**src/rtl/pipeline_ctrl_pkg.sv**
```systemverilog
// Shared definitions for the pipeline stall/flush sequencer.
// Contents:
//   state_t        sequencer state encoding (RUN, HZ_STALL, MEM_WAIT)
//   DEF_CNT_W      default performance-counter width
//   DEF_MAX_STALL  default consecutive hazard-stall limit for the watchdog
package pipeline_ctrl_pkg;

    typedef enum logic [1:0] {
        RUN      = 2'd0,
        HZ_STALL = 2'd1,
        MEM_WAIT = 2'd2
    } state_t;

    localparam int DEF_CNT_W     = 16;
    localparam int DEF_MAX_STALL = 4;

endpackage

```
**src/rtl/pipeline_stall_controller_sat_counter.sv**
```systemverilog
// Saturating up-counter used for the debug performance counters.
// Ports:
//   clk, rst_n  clock / asynchronous active-low reset
//   clr         synchronous clear, wins over inc
//   inc         add one this cycle (held at all-ones once reached)
//   count       current value
module sat_counter #(
    parameter int W = 16
) (
    input  logic         clk,
    input  logic         rst_n,
    input  logic         clr,
    input  logic         inc,
    output logic [W-1:0] count
);

    always_ff @(posedge clk or negedge rst_n) begin
        if (!rst_n)
            count <= '0;
        else if (clr)
            count <= '0;
        else if (inc && (count != {W{1'b1}}))
            count <= count + 1'b1;
    end

endmodule

```
**src/rtl/pipeline_stall_controller.sv**
```systemverilog
// Central stall/flush sequencer for the 5-stage pipeline. Turns the hazard
// flag, the EXE branch decision and the SRAM handshake into per-stage
// freeze/bubble/flush enables, plus debug counters and a stall watchdog.
// Ports:
//   clk, rst_n                 clock / asynchronous active-low reset
//   hazard                     data hazard this cycle
//   branch_taken               EXE resolved a taken branch this cycle
//   mem_req, sram_ready        MEM-stage access and its completion
//   cnt_clr                    synchronous clear of counters and stall_error
//   pc_freeze, if_id_freeze    hold PC and IF/ID
//   id_exe_bubble              load a NOP into ID/EXE
//   if_id_flush                squash IF/ID
//   global_freeze              hold every pipeline register including PC
//   stall_cycles, flush_events, mem_wait_cycles  saturating counters
//   stall_error                sticky watchdog flag
import pipeline_ctrl_pkg::*;

module pipeline_stall_controller #(
    parameter int CNT_W     = DEF_CNT_W,
    parameter int MAX_STALL = DEF_MAX_STALL
) (
    input  logic             clk,
    input  logic             rst_n,
    input  logic             hazard,
    input  logic             branch_taken,
    input  logic             mem_req,
    input  logic             sram_ready,
    input  logic             cnt_clr,
    output logic             pc_freeze,
    output logic             if_id_freeze,
    output logic             id_exe_bubble,
    output logic             if_id_flush,
    output logic             global_freeze,
    output logic [CNT_W-1:0] stall_cycles,
    output logic [CNT_W-1:0] flush_events,
    output logic [CNT_W-1:0] mem_wait_cycles,
    output logic             stall_error
);

    localparam int WD_W = $clog2(MAX_STALL + 1);

    state_t state, state_nxt;
    logic   pcf, ifz, bub, flu, gfz;

    always_ff @(posedge clk or negedge rst_n) begin
        if (!rst_n)
            state <= RUN;
        else
            state <= state_nxt;
    end

    // RUN and HZ_STALL obey the same rules; HZ_STALL only exists so the
    // stall run is visible in the state. MEM_WAIT holds until sram_ready,
    // then falls through to the RUN rules in that same cycle.
    always_comb begin
        state_nxt = state;
        pcf = 1'b0;
        ifz = 1'b0;
        bub = 1'b0;
        flu = 1'b0;
        gfz = 1'b0;
        case (state)
            RUN, HZ_STALL, MEM_WAIT: begin
                if (state == MEM_WAIT && !sram_ready) begin
                    gfz = 1'b1;
                end else if (mem_req && !sram_ready) begin
                    gfz       = 1'b1;
                    state_nxt = MEM_WAIT;
                end else if (branch_taken) begin
                    // dependent instruction is squashed, so hazard is moot
                    flu       = 1'b1;
                    bub       = 1'b1;
                    state_nxt = RUN;
                end else if (hazard) begin
                    pcf       = 1'b1;
                    ifz       = 1'b1;
                    bub       = 1'b1;
                    state_nxt = HZ_STALL;
                end else begin
                    state_nxt = RUN;
                end
            end
            default: state_nxt = RUN;
        endcase
    end

    // Controls are forced low while reset is held, independent of inputs.
    assign pc_freeze     = rst_n & pcf;
    assign if_id_freeze  = rst_n & ifz;
    assign id_exe_bubble = rst_n & bub;
    assign if_id_flush   = rst_n & flu;
    assign global_freeze = rst_n & gfz;

    // Watchdog: counts consecutive hazard-stall cycles, saturating at the
    // limit; stall_error latches on the edge that completes the limit-th stall.
    logic [WD_W-1:0] wd_cnt;

    always_ff @(posedge clk or negedge rst_n) begin
        if (!rst_n) begin
            wd_cnt      <= '0;
            stall_error <= 1'b0;
        end else if (cnt_clr) begin
            wd_cnt      <= '0;
            stall_error <= 1'b0;
        end else if (pcf) begin
            if (wd_cnt != WD_W'(MAX_STALL))
                wd_cnt <= wd_cnt + 1'b1;
            if (wd_cnt >= WD_W'(MAX_STALL - 1))
                stall_error <= 1'b1;
        end else begin
            wd_cnt <= '0;
        end
    end

    sat_counter #(.W(CNT_W)) u_stall_cnt (
        .clk   (clk),
        .rst_n (rst_n),
        .clr   (cnt_clr),
        .inc   (pcf),
        .count (stall_cycles)
    );

    sat_counter #(.W(CNT_W)) u_flush_cnt (
        .clk   (clk),
        .rst_n (rst_n),
        .clr   (cnt_clr),
        .inc   (flu),
        .count (flush_events)
    );

    sat_counter #(.W(CNT_W)) u_memw_cnt (
        .clk   (clk),
        .rst_n (rst_n),
        .clr   (cnt_clr),
        .inc   (gfz),
        .count (mem_wait_cycles)
    );

endmodule

```
**config.mk**
```make
export PLATFORM = sky130hd
export DESIGN_NAME = pipeline_stall_controller
export DESIGN_NICKNAME = d
export VERILOG_FILES = /design/src/rtl/pipeline_ctrl_pkg.sv /design/src/rtl/pipeline_stall_controller_sat_counter.sv /design/src/rtl/pipeline_stall_controller.sv
export SDC_FILE = /design/constraint.sdc
export NUM_CORES = 1
export LEC_CHECK = 0
export CORE_MARGIN = 2
export CORE_UTILIZATION = 44
export CTS_BUF_LIST = sky130_fd_sc_hd__clkbuf_8
export CTS_CLUSTER_DIAMETER = 200
export CTS_CLUSTER_SIZE = 16
export DETAILED_ROUTE_END_ITERATION = 10
export PLACE_DENSITY_LB_ADDON = 0.12
export SETUP_SLACK_MARGIN = 0.5
export SLEW_MARGIN = 20
export SYNTH_ARGS = -nofsm -noshare
export SYNTH_HDL_FRONTEND = slang
export SYNTH_SLANG_ARGS = --single-unit
export TNS_END_PERCENT = 20
```
**constraint.sdc**
```tcl
create_clock -name clk -period 3 [get_ports clk]
set_input_delay 0.45 -clock clk [delete_from_list [all_inputs] [get_ports clk]]
set_output_delay 0.45 -clock clk [all_outputs]
set_load 0.01 [all_outputs]
```
## After elaboration in Yosys (flattened, before gate mapping)

Index checks and enable logic that the tools add are counted.

- Add/subtract/negate cells: 4
- $lt $le $gt $ge: 1
- Eq/ne operators: 8
- Muxes and demuxes: 33
- Bitwise logic cells: 4
- Reductions and logical operators: 14

Operators by type and width:

| kind | number |
|---|---|
| 16-bit 2-to-1 mux | 6 |
| 16-bit by 1-bit adder with 16-bit output (second input constant) | 3 |
| 16-bit inequality test (second input constant) | 3 |
| 1-bit 2-to-1 mux | 21 |
| 2-bit nonzero test | 5 |
| 3-bit 2-to-1 mux | 3 |
| 2-bit 2-to-1 mux | 3 |
| 1-bit logical AND | 5 |
| 1-bit AND | 4 |
| 3-bit by 1-bit adder with 3-bit output (second input constant) | 1 |
| 3-bit by 2-bit >= comparator with 1-bit output (second input constant) | 1 |
| 3-bit by 2-bit inequality test with 1-bit output (second input constant) | 1 |
| 3-bit inequality test (second input constant) | 1 |
| 3-bit OR reduction | 1 |
| 2-bit by 1-bit equality test with 1-bit output (second input constant) | 1 |
| 2-bit equality test (second input constant) | 1 |
| 2-bit zero test | 1 |
| 2-bit inequality test (second input constant) | 1 |
| 2-bit AND reduction | 1 |
| 1-bit zero test | 1 |

- Flip-flop bits (word level): 54
- Input port bits: 7
- Word-level logic and storage cells: 70

## Depth between registers and ports, before layout

- Word-level depth: 8
- Gate-level depth with buffers: 7
- Mapped depth without buffers: 6

## By module

From an unflattened synthesis, not the netlist that was laid out.

- Cell total of the unflattened synthesis: 328
- Area, all modules: 3229.3 µm²

Modules (own cells, without submodules):

| module | times used | cells each | area each (µm²) |
|---|---|---|---|
| sat_counter at u_flush_cnt ... | 2 | 98 | 942.2 |
| sat_counter at u_stall_cnt | 1 | 94 | 930.9 |
| pipeline_stall_controller | 1 | 38 | 414.1 |

## Worst setup path after synthesis

OpenSTA, ideal clock, no wires.

- Path kind: input to output
- Start point: input port sram_ready
- End point: output port pc_freeze
- Arrival: 1.424 ns
- Required time: 2.550 ns
- Slack: 1.126 ns
- Stages: 5
- Cells stage by stage: a21boi_1 > o21ai_2 > clkbuf_1 > nor2_1 > buf_4

- Cells in the longest elaborated chain, start to end: 6
- Elaborated cells between the ends (all ways): 7
- Those cells by class: mux: 3; bitwise: 1; reduce/logical: 3

Ends and longest elaborated chain:

| item | RTL line | text |
|---|---|---|
| start, declared | pipeline_stall_controller.sv:27 | `input logic sram_ready,` |
| 1-bit zero test * | pipeline_stall_controller.sv:64, pipeline_stall_controller.sv:66 |  |
| 1-bit logical AND | pipeline_stall_controller.sv:66 | `end else if (mem_req && !sram_ready) begin` |
| 1-bit 2-to-1 mux | n/a |  |
| 1-bit 2-to-1 mux * (2 in a row) | n/a |  |
| 1-bit AND * | n/a |  |
| end, declared | pipeline_stall_controller.sv:29 | `output logic pc_freeze,` |

Every way passes the cells marked *; elsewhere a longest branch is shown, timed or not.

## Worst setup path after layout

- Start point: input port sram_ready
- End point: output port global_freeze

- Cells in the longest elaborated chain, start to end: 6
- Elaborated cells between the ends (all ways): 7
- Those cells by class: mux: 3; bitwise: 1; reduce/logical: 3

Ends and longest elaborated chain:

| item | RTL line | text |
|---|---|---|
| 1-bit zero test * | pipeline_stall_controller.sv:64, pipeline_stall_controller.sv:66 |  |
| 1-bit logical AND | pipeline_stall_controller.sv:66 |  |
| 1-bit 2-to-1 mux | pipeline_stall_controller.sv:66 |  |
| 1-bit 2-to-1 mux * | pipeline_stall_controller.sv:64 | `if (state == MEM_WAIT && !sram_ready) begin` |
| 1-bit 2-to-1 mux * | pipeline_stall_controller.sv:62 | `case (state)` |
| 1-bit AND * | pipeline_stall_controller.sv:92 | `assign global_freeze = rst_n & gfz;` |
| end, declared | pipeline_stall_controller.sv:33 | `output logic global_freeze,` |

Marks and branches as above.

==> results by group <==
Outcome
  • Status: complete, no violations

Hold path
  • HP Class: in2async

Timing
  • RSZ-0062 raised after global routing: no
  • Worst hold margin: 131 ps
  • Final setup vio count: 0
  • Final Cycle Share: 80.3%
  • Worst slew pin tran: 660 ps
  • Worst Clk Skew: 9.92 ps
  • Min cycle time layout: about 2400 ps
  • Max-slew headroom: 56.0%
  • Fin. max-slew vios: 0
  • Setup TNS: 0 ps
  • Final Hold Fails: 0
  • FMAX: 415 MHz

Routing
  • DR WL/cell: 15.7 um
  • Iteration-0 DRC Markers: 129
  • DR vias/cell: 5.89
  • Vias: approximately 3000
  • Routed wire length: 7860 um
  • Residual DRC count: 0
  • DR pass1 iterations: 4
  • Routed Antenna Nets: 0

Pwr
  • Power share of the combinational group: 8.9%
  • Sequential power share: 58.4%
  • Sw Ratio: between 20% and 30%
  • Clk network pwr share: 32.7%
  • VDD IR max: roughly 0.17 mV
  • Leakage: about 1.5 nW
  • Pwr/cell area: 320 nW/um2
  • Net load switching power: roughly 0.00032 W
  • P_int: 0.000962 W

Clock tree
  • CTS tree: yes
  • Worst skew pair latency: 310 ps
  • H-tree depth: 2
  • Cts bufs inserted: 5
  • CTS max path bufs: 2
  • Clock root cell: clkbuf_8
  • Sinks on Clock Net: 54
  • Clk pin slew, worst setup/hold paths: 100 ps

Floorplan
  • Initial Util: between 40% and 50%
  • Core area: a little under 7000 um2
  • Chip height: 89.0 um
  • Row count: 30
  • DIE AREA: 7920 um2
  • # IOs: 61
  • Die X: a little under 90 um

Logic synthesis
  • Post-synth ARST share: 100%
  • Most numerous cell in the Yosys netlist: dfrtp_1
  • Sequential fraction of the synthesis area: between 40% and 50%
  • Top cells by count, synth: dfrtp_1 (54), a21oi_1 (34), or4_1 (23)
  • Net Count, Synth: 356
  • Post-synth top area cell: dfrtp_1
  • Post-Syn Area per Cell: ~9.3 um2
  • Flop and latch count out of synthesis: 54
  • Syn Inst Count: 343
  • Main area contributors after synthesis: dfrtp_1 (43%), or4_1 (5.4%), a21oi_1 (5.4%)
  • Yosys cell types: 48
  • Synth Warn #: 0
  • Main synth FF type: dfrtp_1
  • Area share of the largest cell type after synthesis: 42.5%
  • Synthesized area: 3180 um2
  • Post-synth EDFFs: 0

Finish
  • Layout cells sized above 1: 9.43%
  • Area Growth Syn to Fin: 25.8%
  • Final nets: 415
  • Fillers: approximately 670
  • Final core utilization: 57.9%
  • Antenna Cells: 0

Global routing
  • Overflow after GRT: 0
  • Initial antenna violation count: 0
  • Vias in the first global route: 2799
  • First-pass GRT wire length: 13200 um
  • Largest net degree at the start of global routing: 38
  • Gr usage total: 21.0%

Critical path
  • Critical Path AT: 1960 ps
  • Crit-path cells: clkdlybuf4s50_1 > o21ba_2 > nand2_1 > nor2_1 > clkdlybuf4s50_1
  • Setup crit end kind: output pin
  • Setup Crit Path Kind: in2out
  • Launch point of the worst path: sram_ready
  • Crit path max fanout: 4
  • Cell mode on critical path: clkdlybuf4s50_1
  • Crit path required time: about 2600 ps
  • Startpoint types: input pin
  • Crit path largest cell delay: 550 ps
  • Worst reg2reg startpoint: state[1]
  • Master of the slowest instance on the critical path: clkdlybuf4s50_1

Placed design
  • Routability cong.: 0.818
  • Port bufs: 60
  • Final HPWL DP: between 5000 and 6000 um

Job
  • MaxCap Viol Count: 0
==> routing by layer <==
layer | track usage, % | up-vias | share of wire, %
li1 | - | 1435 | -
met1 | 29.4 | 1441 | 47
met2 | 34.7 | 60 | 49
met3 | 3.97 | 2 | 3.5
met4 | 3.93 | 0 | 0.37
met5 | 0 | - | 0
==> power groups by stage <==
stage               Clock [W]  Combinational, W  Sequential [W]
finish               0.000418          0.000113        0.000746
global placement            0          0.000110        0.000759
global route         0.000464          0.000128        0.000747
floorplan                   0         0.0000514        0.000758
CTS                  0.000435          0.000114        0.000745
detailed placement          0          0.000112        0.000759
==> state kept, by name (all words and copies together) (netlist names) <==
register and cells:
u_flush_cnt.count 16, u_memw_cnt.count 16, u_stall_cnt.count 16, wd_cnt 3, state 2, stall_error 1
==> kinds of logic (layout without fill, tap and decap cells) <==
logic type / after synthesis / in the layout / share of synthesized area [%]
AND/OR/NAND/NOR: 152 / 152 / 28.5
flip-flops: 54 / 54 / 42.5
multiplexers: 13 / 13 / 4.53
buffers and inverters: 31 / 91 / 4.33
adder cells (fa/ha/maj): 6 / 6 / 2.36
XOR/XNOR: 1 / 1 / 0.276
AO/OA/AOI/OAI: 86 / 86 / 17.4
==> worst max-delay path, delay by kind of cell <==
family,cells,cell delay [ps]
buffers and inverters,2,1000
AO/OA/AOI/OAI,1,320
AND/OR/NAND/NOR,2,190
==> what timing repair did <==
item                                    CTS  global route
hold buffers                              1             0
setup buffers                             0             0
endpoints found under the setup margin    2             1
endpoints found under the hold margin     7             0
resized for setup                         2             3
==> layout by cell type (no fill, tap or decap), types with 15 or more instances in the layout <==
cell,count
nor2_1,19
o31ai_1,20
nand3_1,16
or4_1,23
a21oi_1,34
clkdlybuf4s50_1,56
nand4_1,16
dfrtp_1,54
nand2_1,20
inv_1,15
==> layout make-up <==
type	count	area [um2]	share of cell area [%]
Multi-Input combinational cell	258	1710	42.7
Timing Repair Buffer	69	674	16.9
Tap cell	96	120	3.00
Sequential cell	54	1350	33.8
Clock buffer	6	82.6	2.07
Clock inverter	2	8.76	0.219
Inverter	14	52.6	1.31
==> final timing paths <==
path,end,cells after the start,slack (ps)
max in group asynchronous,u_flush_cnt.count[10],2,2060
min,u_memw_cnt.count[0],2,130
max reg2reg,u_memw_cnt.count[13],4,910
min in group clk,stall_error,2,530
max,global_freeze,5,590
min reg2reg,stall_error,2,530
==> stage by stage <==
step	worst slack [ps]	instances	total power [W]	instance area, um2
5_1_grt	535	499	0.00134	4000
2_1_floorplan	1130	343	0.000810	3180
3_3_place_gp	452	490	0.000869	3880
6_report	590	499	0.00128	4000
3_5_place_dp	420	490	0.000871	3880
4_1_cts	531	499	0.00129	3990
No activity file was read; power rests on OpenSTA's default activity.
